<file path="config.mk">
export PLATFORM = sky130hd
export DESIGN_NAME = mole_game_core_flat
export DESIGN_NICKNAME = d
export VERILOG_FILES = /design/src/rtl/mole_pkg.sv /design/src/rtl/mole_game_core_if.sv /design/src/rtl/mole_channel.sv /design/src/rtl/mole_game_core.sv /design/src/flat_wrapper.sv
export SDC_FILE = /design/constraint.sdc
export NUM_CORES = 1
export LEC_CHECK = 0
export BUFFER_PORTS_ARGS = -buffer_cell sky130_fd_sc_hd__buf_2
export CAP_MARGIN = 10
export CORE_UTILIZATION = 40
export CTS_BUF_LIST = sky130_fd_sc_hd__clkbuf_16
export CTS_CLUSTER_DIAMETER = 40
export CTS_CLUSTER_SIZE = 12
export DETAILED_ROUTE_END_ITERATION = 12
export GPL_TIMING_DRIVEN = 0
export PLACE_DENSITY = 0.59
export SETUP_SLACK_MARGIN = 0.1
export SLEW_MARGIN = 15
export SYNTH_ARGS = -nofsm -noshare
export SYNTH_HDL_FRONTEND = slang
export SYNTH_SLANG_ARGS = --single-unit
</file>
<file path="constraint.sdc">
create_clock -name clk -period 10.6 [get_ports clk]
set_clock_uncertainty 0.15 [all_clocks]
set_input_delay 2.12 -clock clk [delete_from_list [all_inputs] [get_ports clk]]
set_output_delay 2.12 -clock clk [all_outputs]
set_load 0.05 [all_outputs]
</file>
<file path="src/rtl/mole_pkg.sv">
// Shared types and helpers for the whack-a-mole game engine.
// Game/phase enums, LFSR taps and score clamping.
package mole_pkg;

    typedef enum logic [1:0] {
        IDLE,
        PLAY,
        OVER
    } game_state_e;

    typedef enum logic {
        DOWN,
        UP
    } phase_e;

    localparam logic [31:0] LFSR_TAPS = 32'h8020_0003;

    // Adds a signed delta and clamps to [0, 2^width-1].
    function automatic logic [63:0] sat_add(
        input logic signed [63:0] base,
        input logic signed [63:0] delta,
        input int unsigned        width
    );
        logic signed [63:0] sum;
        logic signed [63:0] top;
        sum = base + delta;
        top = (64'sd1 <<< width) - 64'sd1;
        if (sum < 0) begin
            return '0;
        end else if (sum > top) begin
            return top;
        end else begin
            return sum;
        end
    endfunction

endpackage

</file>
<file path="src/rtl/mole_game_core_if.sv">
// Board-side bundle of the game engine: raw buttons in,
// lamps, score, status and event pulses out.
interface mole_game_core_if #(
    parameter int N_CH    = 4,
    parameter int SCORE_W = 16
);
    logic [N_CH-1:0]    btn_n;
    logic               start_n;
    logic [N_CH-1:0]    lamp;
    logic [SCORE_W-1:0] score;
    logic               in_game;
    logic               game_over;
    logic [N_CH-1:0]    hit_pulse;
    logic [N_CH-1:0]    miss_pulse;

    modport master (
        output btn_n, start_n,
        input  lamp, score, in_game, game_over,
        input  hit_pulse, miss_pulse
    );

    modport slave (
        input  btn_n, start_n,
        output lamp, score, in_game, game_over,
        output hit_pulse, miss_pulse
    );
endinterface

</file>
<file path="src/rtl/mole_channel.sv">
// One mole: DOWN/UP phase timer, lamp, hit/miss detection.
// hit/miss are combinational for the score adder; pulses are registered.
module mole_channel
    import mole_pkg::*;
#(
    parameter int               CNT_W  = 32,
    parameter logic [CNT_W-1:0] ON_CYC = 100000000
) (
    input  logic             clk,
    input  logic             reset,
    input  logic             play,
    input  logic             enter_play,
    input  logic [CNT_W-1:0] off_len,
    input  logic             evt,
    output logic             lamp,
    output logic             hit,
    output logic             miss,
    output logic             hit_pulse,
    output logic             miss_pulse
);

    phase_e           phase_q;
    logic [CNT_W-1:0] cnt_q;
    logic [CNT_W-1:0] off_q;

    assign hit  = play && (phase_q == UP) && evt;
    assign miss = play && (phase_q == UP) && !evt &&
                  (cnt_q == ON_CYC - 1'b1);

    // Phase timer: hit beats timeout; leaving PLAY parks the mole down.
    always_ff @(posedge clk) begin
        if (reset) begin
            phase_q    <= DOWN;
            cnt_q      <= '0;
            off_q      <= '0;
            lamp       <= 1'b0;
            hit_pulse  <= 1'b0;
            miss_pulse <= 1'b0;
        end else begin
            hit_pulse  <= hit;
            miss_pulse <= miss;
            if (enter_play) begin
                phase_q <= DOWN;
                cnt_q   <= '0;
                off_q   <= off_len;
                lamp    <= 1'b0;
            end else if (!play) begin
                phase_q <= DOWN;
                cnt_q   <= '0;
                lamp    <= 1'b0;
            end else if (hit || miss) begin
                phase_q <= DOWN;
                cnt_q   <= '0;
                off_q   <= off_len;
                lamp    <= 1'b0;
            end else if (phase_q == DOWN) begin
                if (cnt_q == off_q - 1'b1) begin
                    phase_q <= UP;
                    cnt_q   <= '0;
                    lamp    <= 1'b1;
                end else begin
                    cnt_q <= cnt_q + 1'b1;
                end
            end else begin
                cnt_q <= cnt_q + 1'b1;
            end
        end
    end

endmodule

</file>
<file path="src/rtl/mole_game_core.sv">
// Whack-a-mole engine: input sync, LFSR, game FSM, timer, score.
// Optional MOLE_WRONG_PRESS_PENALTY_EN: a press on a down mole costs 1.
module mole_game_core
    import mole_pkg::*;
#(
    parameter int               N_CH      = 4,
    parameter int               SCORE_W   = 16,
    parameter int               CNT_W     = 32,
    parameter logic [CNT_W-1:0] ON_CYC    = 100000000,
    parameter logic [CNT_W-1:0] OFF_MIN   = 50000000,
    parameter logic [31:0]      OFF_MASK  = 32'h0FFF_FFFF,
    parameter logic [CNT_W-1:0] GAME_CYC  = CNT_W'(64'd3000000000),
    parameter logic [31:0]      LFSR_SEED = 32'hACE1_1234
) (
    input logic            clk,
    input logic            reset,
    mole_game_core_if.slave bus
);

    localparam int SUM_W = SCORE_W + N_CH + 1;

    logic [N_CH-1:0]    btn_s1, btn_s2, btn_s3;
    logic               start_s1, start_s2, start_s3;
    logic [N_CH-1:0]    btn_evt;
    logic               start_evt;
    logic [31:0]        lfsr_q;
    logic [CNT_W-1:0]   off_len;
    game_state_e        state_q, state_d;
    logic               enter_play;
    logic               in_play;
    logic [CNT_W-1:0]   timer_q;
    logic               timer_done;
    logic [N_CH-1:0]    lamp_raw, hit, miss, hit_p, miss_p;
    logic signed [SUM_W-1:0] delta;
    logic [SCORE_W-1:0] score_q, score_d;

    // Two-flop synchronisers plus history flop; idle level is released (1).
    always_ff @(posedge clk) begin
        if (reset) begin
            btn_s1   <= '1;
            btn_s2   <= '1;
            btn_s3   <= '1;
            start_s1 <= 1'b1;
            start_s2 <= 1'b1;
            start_s3 <= 1'b1;
        end else begin
            btn_s1   <= bus.btn_n;
            btn_s2   <= btn_s1;
            btn_s3   <= btn_s2;
            start_s1 <= bus.start_n;
            start_s2 <= start_s1;
            start_s3 <= start_s2;
        end
    end

    assign btn_evt   = btn_s3 & ~btn_s2;
    assign start_evt = start_s3 & ~start_s2;

    // Free-running Galois LFSR for the lamp-off jitter.
    always_ff @(posedge clk) begin
        if (reset) begin
            lfsr_q <= LFSR_SEED;
        end else if (lfsr_q[0]) begin
            lfsr_q <= (lfsr_q >> 1) ^ LFSR_TAPS;
        end else begin
            lfsr_q <= lfsr_q >> 1;
        end
    end

    assign off_len = OFF_MIN + (CNT_W'(lfsr_q) & CNT_W'(OFF_MASK));

    assign in_play    = (state_q == PLAY);
    assign timer_done = (timer_q == GAME_CYC - 1'b1);

    // Game state register.
    always_ff @(posedge clk) begin
        if (reset) begin
            state_q <= IDLE;
        end else begin
            state_q <= state_d;
        end
    end

    // Next state: start launches a game, the timer ends it.
    always_comb begin
        state_d    = state_q;
        enter_play = 1'b0;
        unique case (state_q)
            IDLE, OVER: begin
                if (start_evt) begin
                    state_d    = PLAY;
                    enter_play = 1'b1;
                end
            end
            PLAY: begin
                if (timer_done) begin
                    state_d = OVER;
                end
            end
            default: state_d = IDLE;
        endcase
    end

    // Game timer runs only in PLAY and is cleared otherwise.
    always_ff @(posedge clk) begin
        if (reset) begin
            timer_q <= '0;
        end else if (in_play && !timer_done) begin
            timer_q <= timer_q + 1'b1;
        end else begin
            timer_q <= '0;
        end
    end

    for (genvar g = 0; g < N_CH; g++) begin : g_ch
        mole_channel #(
            .CNT_W  (CNT_W),
            .ON_CYC (ON_CYC)
        ) u_ch (
            .clk        (clk),
            .reset      (reset),
            .play       (in_play),
            .enter_play (enter_play),
            .off_len    (off_len),
            .evt        (btn_evt[g]),
            .lamp       (lamp_raw[g]),
            .hit        (hit[g]),
            .miss       (miss[g]),
            .hit_pulse  (hit_p[g]),
            .miss_pulse (miss_p[g])
        );
    end

    // Net score change this cycle across all channels.
    always_comb begin
        delta = '0;
        for (int i = 0; i < N_CH; i++) begin
            delta = delta + SUM_W'(hit[i]) - SUM_W'(miss[i]);
`ifdef MOLE_WRONG_PRESS_PENALTY_EN
            delta = delta - SUM_W'(in_play & btn_evt[i] & ~lamp_raw[i]);
`endif
        end
    end

    assign score_d = SCORE_W'(sat_add(64'(score_q), 64'(delta), SCORE_W));

    // Score clears on game entry, tracks in PLAY, freezes otherwise.
    always_ff @(posedge clk) begin
        if (reset) begin
            score_q <= '0;
        end else if (enter_play) begin
            score_q <= '0;
        end else if (in_play) begin
            score_q <= score_d;
        end
    end

    assign bus.lamp       = lamp_raw & {N_CH{in_play}};
    assign bus.score      = score_q;
    assign bus.in_game    = in_play;
    assign bus.game_over  = (state_q == OVER);
    assign bus.hit_pulse  = hit_p;
    assign bus.miss_pulse = miss_p;

endmodule

</file>
<file path="src/flat_wrapper.sv">
// flat-port wrapper written by rule: the top's interface ports become plain ports
module mole_game_core_flat import mole_pkg::*;
#(
    parameter int               N_CH      = 4,
    parameter int               SCORE_W   = 16,
    parameter int               CNT_W     = 32,
    parameter logic [CNT_W-1:0] ON_CYC    = 100000000,
    parameter logic [CNT_W-1:0] OFF_MIN   = 50000000,
    parameter logic [31:0]      OFF_MASK  = 32'h0FFF_FFFF,
    parameter logic [CNT_W-1:0] GAME_CYC  = CNT_W'(64'd3000000000),
    parameter logic [31:0]      LFSR_SEED = 32'hACE1_1234
)
  (clk, reset, bus_btn_n, bus_start_n, bus_lamp, bus_score, bus_in_game, bus_game_over, bus_hit_pulse, bus_miss_pulse);
  mole_game_core_if #(.N_CH(N_CH), .SCORE_W(SCORE_W)) bus_i ();
  input logic clk;
  input logic reset;
  input wire logic [$bits(bus_i.btn_n)-1:0] bus_btn_n;
  input wire logic [$bits(bus_i.start_n)-1:0] bus_start_n;
  output wire logic [$bits(bus_i.lamp)-1:0] bus_lamp;
  output wire logic [$bits(bus_i.score)-1:0] bus_score;
  output wire logic [$bits(bus_i.in_game)-1:0] bus_in_game;
  output wire logic [$bits(bus_i.game_over)-1:0] bus_game_over;
  output wire logic [$bits(bus_i.hit_pulse)-1:0] bus_hit_pulse;
  output wire logic [$bits(bus_i.miss_pulse)-1:0] bus_miss_pulse;
  assign bus_i.btn_n = bus_btn_n;
  assign bus_i.start_n = bus_start_n;
  assign bus_lamp = bus_i.lamp;
  assign bus_score = bus_i.score;
  assign bus_in_game = bus_i.in_game;
  assign bus_game_over = bus_i.game_over;
  assign bus_hit_pulse = bus_i.hit_pulse;
  assign bus_miss_pulse = bus_i.miss_pulse;
  mole_game_core #(.N_CH(N_CH), .SCORE_W(SCORE_W), .CNT_W(CNT_W), .ON_CYC(ON_CYC), .OFF_MIN(OFF_MIN), .OFF_MASK(OFF_MASK), .GAME_CYC(GAME_CYC), .LFSR_SEED(LFSR_SEED)) u_core (.clk(clk), .reset(reset), .bus(bus_i));
endmodule
</file>
==> flow_summary.toml, run 1 <==
[run_status]
status = "finished, final reports clean"

[sta]
tns_ns = 0
fin_crit_ns = 8.40
grt_setup_unrepaired = "false"
worst_pin_slew_ns = 1.02
layout_setup_ws_ns = 2.20
hold_violations = 0
clock.fmax_mhz = 119
period_share_pct = 79.2
setup_viol = 0
drv_slew = 0
max_slew_margin_pct = 31.5

[synthesis]
yosysTopAreaCell = "dfxtp_1"
ys.flop_type = "dfxtp_1"
avgSynthCellArea_um2 = 8.21
yosys.area_share.simple_pct = 28.9
synth_compound_area_share_pct = 11.7
synth.net_count = 2402
synthAdderAreaFrac_pct = 2.65
synth_edf_count = 0
syn-instance-count = 2357
syn_area_um2 = 19300
ys_top_cells_by_area = "dfxtp_1, xnor2_1, xor2_1, nor2_1, nand2_1"
yosys.area.top_type_share_pct = 36.9
synth-xor-area-share_pct = 14.4
synthMuxAreaShare_pct = 1.46
ys_seq_area_share_pct = 36.9
ys_ff_latch = 357
synth_top_family_by_area = "simple AND/OR/NAND/NOR gates"
yosysWarnings = 0
async_reset_ff_share_pct = 0
synth.distinct_cells = 83

[final_layout]
nNetsFinal = 2494
diodes = 0
area_delta_synth_final_pct = 15.9
final_util_pct = 47.0
drive_gt1_share_pct = 8.77

[pwr]
powerDensity_nw_per_um2 = 175
leakage_nw = 8.11
peakVddDrop_uv = 119
power_mw = 3.93

[die]
row_count = 80
io_pins = 37
die_h_um = 222
start_util_pct = 40.5
core-area_um2 = 47700
dieArea_um2 = 49300
fp.dieW_um = 222

[global_routing]
grtUsageTotal_pct = 21.8
gr-total-overflow = 0
grt_pass1_vias = 16100
grt_max_degree = 15
antenna_found_initial = 0
grt_pass1_wl_um = 86600

[detailed_routing]
viasPerCell = 5.51
drc_errors = 0
highest_layer = "met4"
ant_nets = 0
wl_met2_um = 24000
drtPass1Iterations = 5
first_iter_violations = 1007
vias = 17100
routed_wl_um = 54300
wl_per_cell_um = 17.5
wl_met3_um = 2840
m1WireLength_um = 25000

[cts]
clock-sinks = 357
post-cts-setup-buffer-count = 0
clk_path_buf_depth = 3
htreeDepth = 2
cts_made_buffers = 55
clk_pin_slew_ns = 0.06
ctsHoldBuffers = 0
cts_resized = 0
insertion_delay_ns = 0.61
cts_tree = "yes"
cts_root_buffer = "clkbuf_16"

[setup_path]
path_cells = "nand2b_1 -> inv_1 -> clkbuf_1 -> nand3_1 -> fa_1 -> fa_1 -> inv_1 -> ha_1 -> fa_1 -> ha_1 -> nor2_1 -> ha_1 -> and4_1 -> a211oi_1 -> o21ai_0 -> a311o_1 -> a22oi_1 -> a2bb2oi_1 -> and2_0 -> clkbuf_1 -> a221o_1"
cp_num_buf_inv = 4
start_kind = "flop"
worst_path_max_delay_cell = "clkbuf_1"
path_delay_family = "adder cells"
slowest_delay_ns = 0.74
crit_fanout = 10
end_kind = "flop"
critPathArrivalTime_ns = 8.78
criticalPathCategory = "flop to flop"
cp.required_ns = 10.99

[placement]
gp_congestion = 0.887
io_buffer_count = 35
dp_hpwl_um = 40000
place_ws_ns = 2.28

[min_path]
worstHoldPathType = "flop to flop"

[run]
maxCapViolCount = 0
[sequential cells by signal (all words and copies together) (netlist names)]
name	cells
u_core.g_ch.u_ch.cnt_q	128
u_core.lfsr_q	32
u_core.timer_q	32
u_core.g_ch.u_ch.hit_pulse	4
u_core.btn_s1	4
u_core.btn_s3	4
u_core.start_s3	1
u_core.btn_s2	4
u_core.g_ch.u_ch.lamp	4
u_core.g_ch.u_ch.miss_pulse	4
u_core.g_ch.u_ch.phase_q	4
u_core.g_ch.u_ch.off_q	116
u_core.start_s1	1
u_core.start_s2	1
u_core.state_q	2
u_core.bus.score	16
[worst reg2reg max path: stages (launching register included)]
cell	delay, ns
dfxtp_1	0.30
nand2b_1	0.38
inv_1	0.59
clkbuf_1	0.74
nand3_1	0.43
fa_1	0.62
fa_1	0.52
inv_1	0.04
ha_1	0.20
fa_1	0.38
ha_1	0.19
nor2_1	0.64
ha_1	0.44
and4_1	0.22
a211oi_1	0.18
o21ai_0	0.22
a311o_1	0.50
a22oi_1	0.21
a2bb2oi_1	0.71
and2_0	0.21
clkbuf_1	0.28
a221o_1	0.17
[power breakdown]
| part | total, mW | switching [mW] | internal [mW] |
|---|---|---|---|
| sequential | 1.42 | 0.0437 | 1.38 |
| combinational | 0.427 | 0.263 | 0.165 |
| clock | 2.08 | 0.714 | 1.37 |
| total | 3.93 | 1.02 | 2.91 |
[through the flow]
step           cell area [um^2]  hold WS (ns)  instances
4_1_cts                   22400         0.257       3111
6_report                  22400         0.254       3111
3_3_place_gp              20300         0.242       3007
2_1_floorplan             19300         0.239       2357
3_5_place_dp              20300         0.243       3007
5_1_grt                   22400         0.266       3111
[path summary, 6_finish.rpt]
kind / from / end / slack [ns] / cells past startpoint
max: u_core.state_q[1]$_SDFFE_PP0P_ / u_core.bus.score[14]$_SDFFE_PP0N_ / 2.20 / 21
min: u_core.lfsr_q[28]$_SDFF_PP0_ / u_core.lfsr_q[27]$_SDFF_PP1_ / 0.25 / 1
max reg2reg: u_core.state_q[1]$_SDFFE_PP0P_ / u_core.bus.score[14]$_SDFFE_PP0N_ / 2.20 / 21
min reg2reg: u_core.lfsr_q[28]$_SDFF_PP0_ / u_core.lfsr_q[27]$_SDFF_PP1_ / 0.25 / 1
[final cells by class]
class | count | area (um^2)
Clock buffer | 56 | 1400
Inverter | 50 | 188
Sequential cell | 357 | 7150
Tap cell | 615 | 769
Fill cell | 4639 | 25300
Timing Repair Buffer | 35 | 175
Clock inverter | 48 | 723
Buffer | 134 | 576
Multi-Input combinational cell | 1816 | 11400
[metal layers]
layer,track usage [%],vias to the layer above
li1,-,8499
met1,29.0,8097
met2,34.8,416
met3,3.07,130
met4,10.5,0
met5,0,-
[placed cells by master (no fill, tap or decap), types with 14 or more instances in the layout]
cell type and n:
clkbuf_16 56, and4_1 14, a211oi_1 56, mux2i_1 26, xnor2_1 164, buf_2 42, nor2b_1 25, bufinv_16 16
ha_1 33, and2_1 15, nand2_1 213, nor4_1 43, and3_1 35, o21ai_0 50, nand2b_1 17, a21oi_1 93
inv_1 53, xor2_1 153, nor3_1 130, nor3b_1 14, nand3_1 104, nor2_1 287, dfxtp_1 357, or4_1 21
clkbuf_1 108, nand4_1 51, or2_2 43, or3_1 29
[cells in the mapped netlist, types with 5 or more instances]
library cell / number
clkbuf_1: 108
and3_1: 35
or2_2: 43
a211o_1: 7
inv_1: 50
or4_1: 21
nand3b_1: 13
or3_1: 29
a221o_1: 8
nand3_1: 104
o31a_1: 5
o211ai_1: 12
nand2_1: 213
nand2b_1: 17
a21oi_1: 93
o31ai_1: 12
buf_4: 11
o41ai_1: 5
nand4_1: 51
mux2i_1: 26
o21ai_0: 50
nor2_1: 287
a21o_1: 8
and2_1: 15
xnor2_1: 164
nor4b_1: 12
nor4_1: 43
a31oi_1: 6
xor2_1: 153
nor2b_1: 25
buf_1: 5
ha_1: 33
nand4b_1: 8
a211oi_1: 56
dfxtp_1: 357
a2111oi_0: 5
nor3_1: 130
buf_2: 7
nor3b_1: 14
and4_1: 14
fa_1: 5
o22ai_1: 5
a22oi_1: 7
o21a_1: 11
[logic make-up after synthesis]
family,count (synthesis)
buf+inv,184
mux,28
simple gates,1100
flops,357
compound gates,333
xor+xnor,317
fa+ha+maj,38
Note: power is estimated with default switching activity, not from simulation.
==> run 2: changes to the inputs <==
- clock period: 10.6 -> 8.2 ns (I/O delays scaled with it)
==> flow_summary.toml, run 2 (same netlist as run 1, synthesis figures left out) <==
[run_status]
status = "finished, final reports clean"

[placement]
place_ws_ns = -0.116
dp_hpwl_um = 40000
gp_congestion = 0.887
io_buffer_count = 35
place_area_um2 = 20300
place_inst = 3007

[sta]
layout_setup_ws_ns = 0.403
period_share_pct = 95.1
setup_viol = 0
drv_slew = 0
max_slew_margin_pct = 29.8
fin_crit_ns = 7.80
worst_pin_slew_ns = 1.04
whs_ns = 0.255
clock.fmax_mhz = 128
hold_violations = 0
grt_setup_unrepaired = "false"

[pwr]
powerDensity_nw_per_um2 = 226
p_seq_share_pct = 36.2
swShare_pct = 26.0
p_sw_mw = 1.32
leakage_nw = 8.11
peakVddDrop_uv = 153
power.internal_mw = 3.76
p_clk_share_pct = 52.9
power_frac_comb_pct = 10.9

[detailed_routing]
highest_layer = "met4"
viasPerCell = 5.52
routed_wl_um = 54500
vias = 17200
wl_per_cell_um = 17.5
wl_met3_um = 2800
drc_errors = 0
first_iter_violations = 968
wl_met2_um = 24100
drtPass1Iterations = 5
m1WireLength_um = 25100
ant_nets = 0

[final_layout]
final_cells = 3111
seqCellArea_um2 = 7150
top_register = "u_core.g_ch.u_ch.cnt_q"
final_util_pct = 47.0
finalInstanceArea_um2 = 22400
diodes = 0
multiInputGateArea_um2 = 11500
final.fill_count = 4640
area_delta_synth_final_pct = 15.9
mostFrequentLayoutCell = "dfxtp_1"
nNetsFinal = 2494
reg_top3 = "u_core.g_ch.u_ch.cnt_q (128), u_core.g_ch.u_ch.off_q (116)"
largest_register_ffs = 128
final_cell_mix = "dfxtp_1, nor2_1, nand2_1, xnor2_1, xor2_1"
drive_gt1_share_pct = 8.89

[cts]
cts_root_buffer = "clkbuf_16"
cts_made_buffers = 55
htreeDepth = 2
clk_path_buf_depth = 3
cts_tree = "yes"
insertion_delay_ns = 0.61
cts_resized = 2
clk_pin_slew_ns = 0.06
clock-sinks = 357
ctsHoldBuffers = 0
post-cts-setup-buffer-count = 0

[global_routing]
grt_max_degree = 15
antenna_found_initial = 0
gr-total-overflow = 0
grtUsageTotal_pct = 21.8
grt_pass1_wl_um = 86600
grt_pass1_vias = 16100

[die]
die_h_um = 222
core-area_um2 = 47700
row_count = 80
fp.dieW_um = 222
dieArea_um2 = 49300
io_pins = 37
start_util_pct = 40.5

[min_path]
hp-start = "u_core.lfsr_q[28]$_SDFF_PP0_"
worstHoldPathType = "flop to flop"
hold_depth = 1
min_to = "u_core.lfsr_q[27]$_SDFF_PP1_"

[setup_path]
timing.rr.start = "u_core.state_q[1]$_SDFFE_PP0P_"
criticalPathCategory = "flop to flop"
ff2ff_setup_slack_ns = 0.40
path_cells = "nand2b_1 -> inv_1 -> nand4_1 -> or4_1 -> inv_1 -> ha_1 -> fa_1 -> fa_1 -> inv_1 -> ha_1 -> fa_1 -> ha_1 -> nor2_2 -> ha_1 -> and4_1 -> a211oi_1 -> o21ai_0 -> a311o_1 -> a22oi_1 -> a2bb2oi_2 -> and2_0 -> clkbuf_1 -> a221o_1"
end_kind = "flop"
path_delay_family = "adder cells"
r2r_cells = 23
timing.rr.end = "u_core.bus.score[14]$_SDFFE_PP0N_"
cp_num_buf_inv = 4
worst_path_max_delay_cell = "or4_1"
cpMostUsedCell = "ha_1"
start_kind = "flop"
critPathArrivalTime_ns = 8.19
critPathLaunch = "u_core.state_q[1]$_SDFFE_PP0P_"
slowest_delay_ns = 0.63
cp.required_ns = 8.59
crit_fanout = 10

[run]
maxCapViolCount = 0
==> run 2: area by class of cell <==
class                           instances  area share [%]
Multi-Input combinational cell       1816            51.1
Sequential cell                       357            31.9
Clock buffer                           56            6.25
Tap cell                              615            3.43
Clock inverter                         48            3.22
Buffer                                134            2.57
Inverter                               50           0.837
Timing Repair Buffer                   35           0.781
==> run 2: through the flow <==
step | setup TNS, ns | total power, mW
2_1_floorplan | 0 | 2.26
3_3_place_gp | -0.206 | 2.40
3_5_place_dp | -0.768 | 2.41
4_1_cts | 0 | 5.11
5_1_grt | 0 | 5.26
6_report | 0 | 5.07
==> run 2: worst max-delay path by stage <==
stage / slack [ns] / cells past startpoint / end
floorplan: 1.61 / 23 / u_core.bus.score[10]$_SDFFE_PP0N_
global placement: -0.03 / 21 / u_core.bus.score[14]$_SDFFE_PP0N_
detailed placement: -0.12 / 21 / u_core.bus.score[9]$_SDFFE_PP0N_
CTS: 0.25 / 23 / u_core.bus.score[14]$_SDFFE_PP0N_
global route: 0.13 / 23 / u_core.bus.score[14]$_SDFFE_PP0N_
finish: 0.40 / 23 / u_core.bus.score[14]$_SDFFE_PP0N_
==> run 2: metal layers <==
layer  vias up  track usage (%)
met4         0             10.5
met3       128             3.07
met5         -                0
li1       8488                -
met1      8140             28.9
met2       408             34.8
==> run 2: power groups by stage <==
| stage | Sequential (mW) | Combinational (mW) | Clock, mW |
|---|---|---|---|
| detailed placement | 1.87 | 0.545 | 0 |
| CTS | 1.83 | 0.548 | 2.73 |
| global placement | 1.87 | 0.534 | 0 |
| floorplan | 1.85 | 0.415 | 0 |
| finish | 1.83 | 0.553 | 2.69 |
| global route | 1.84 | 0.608 | 2.81 |
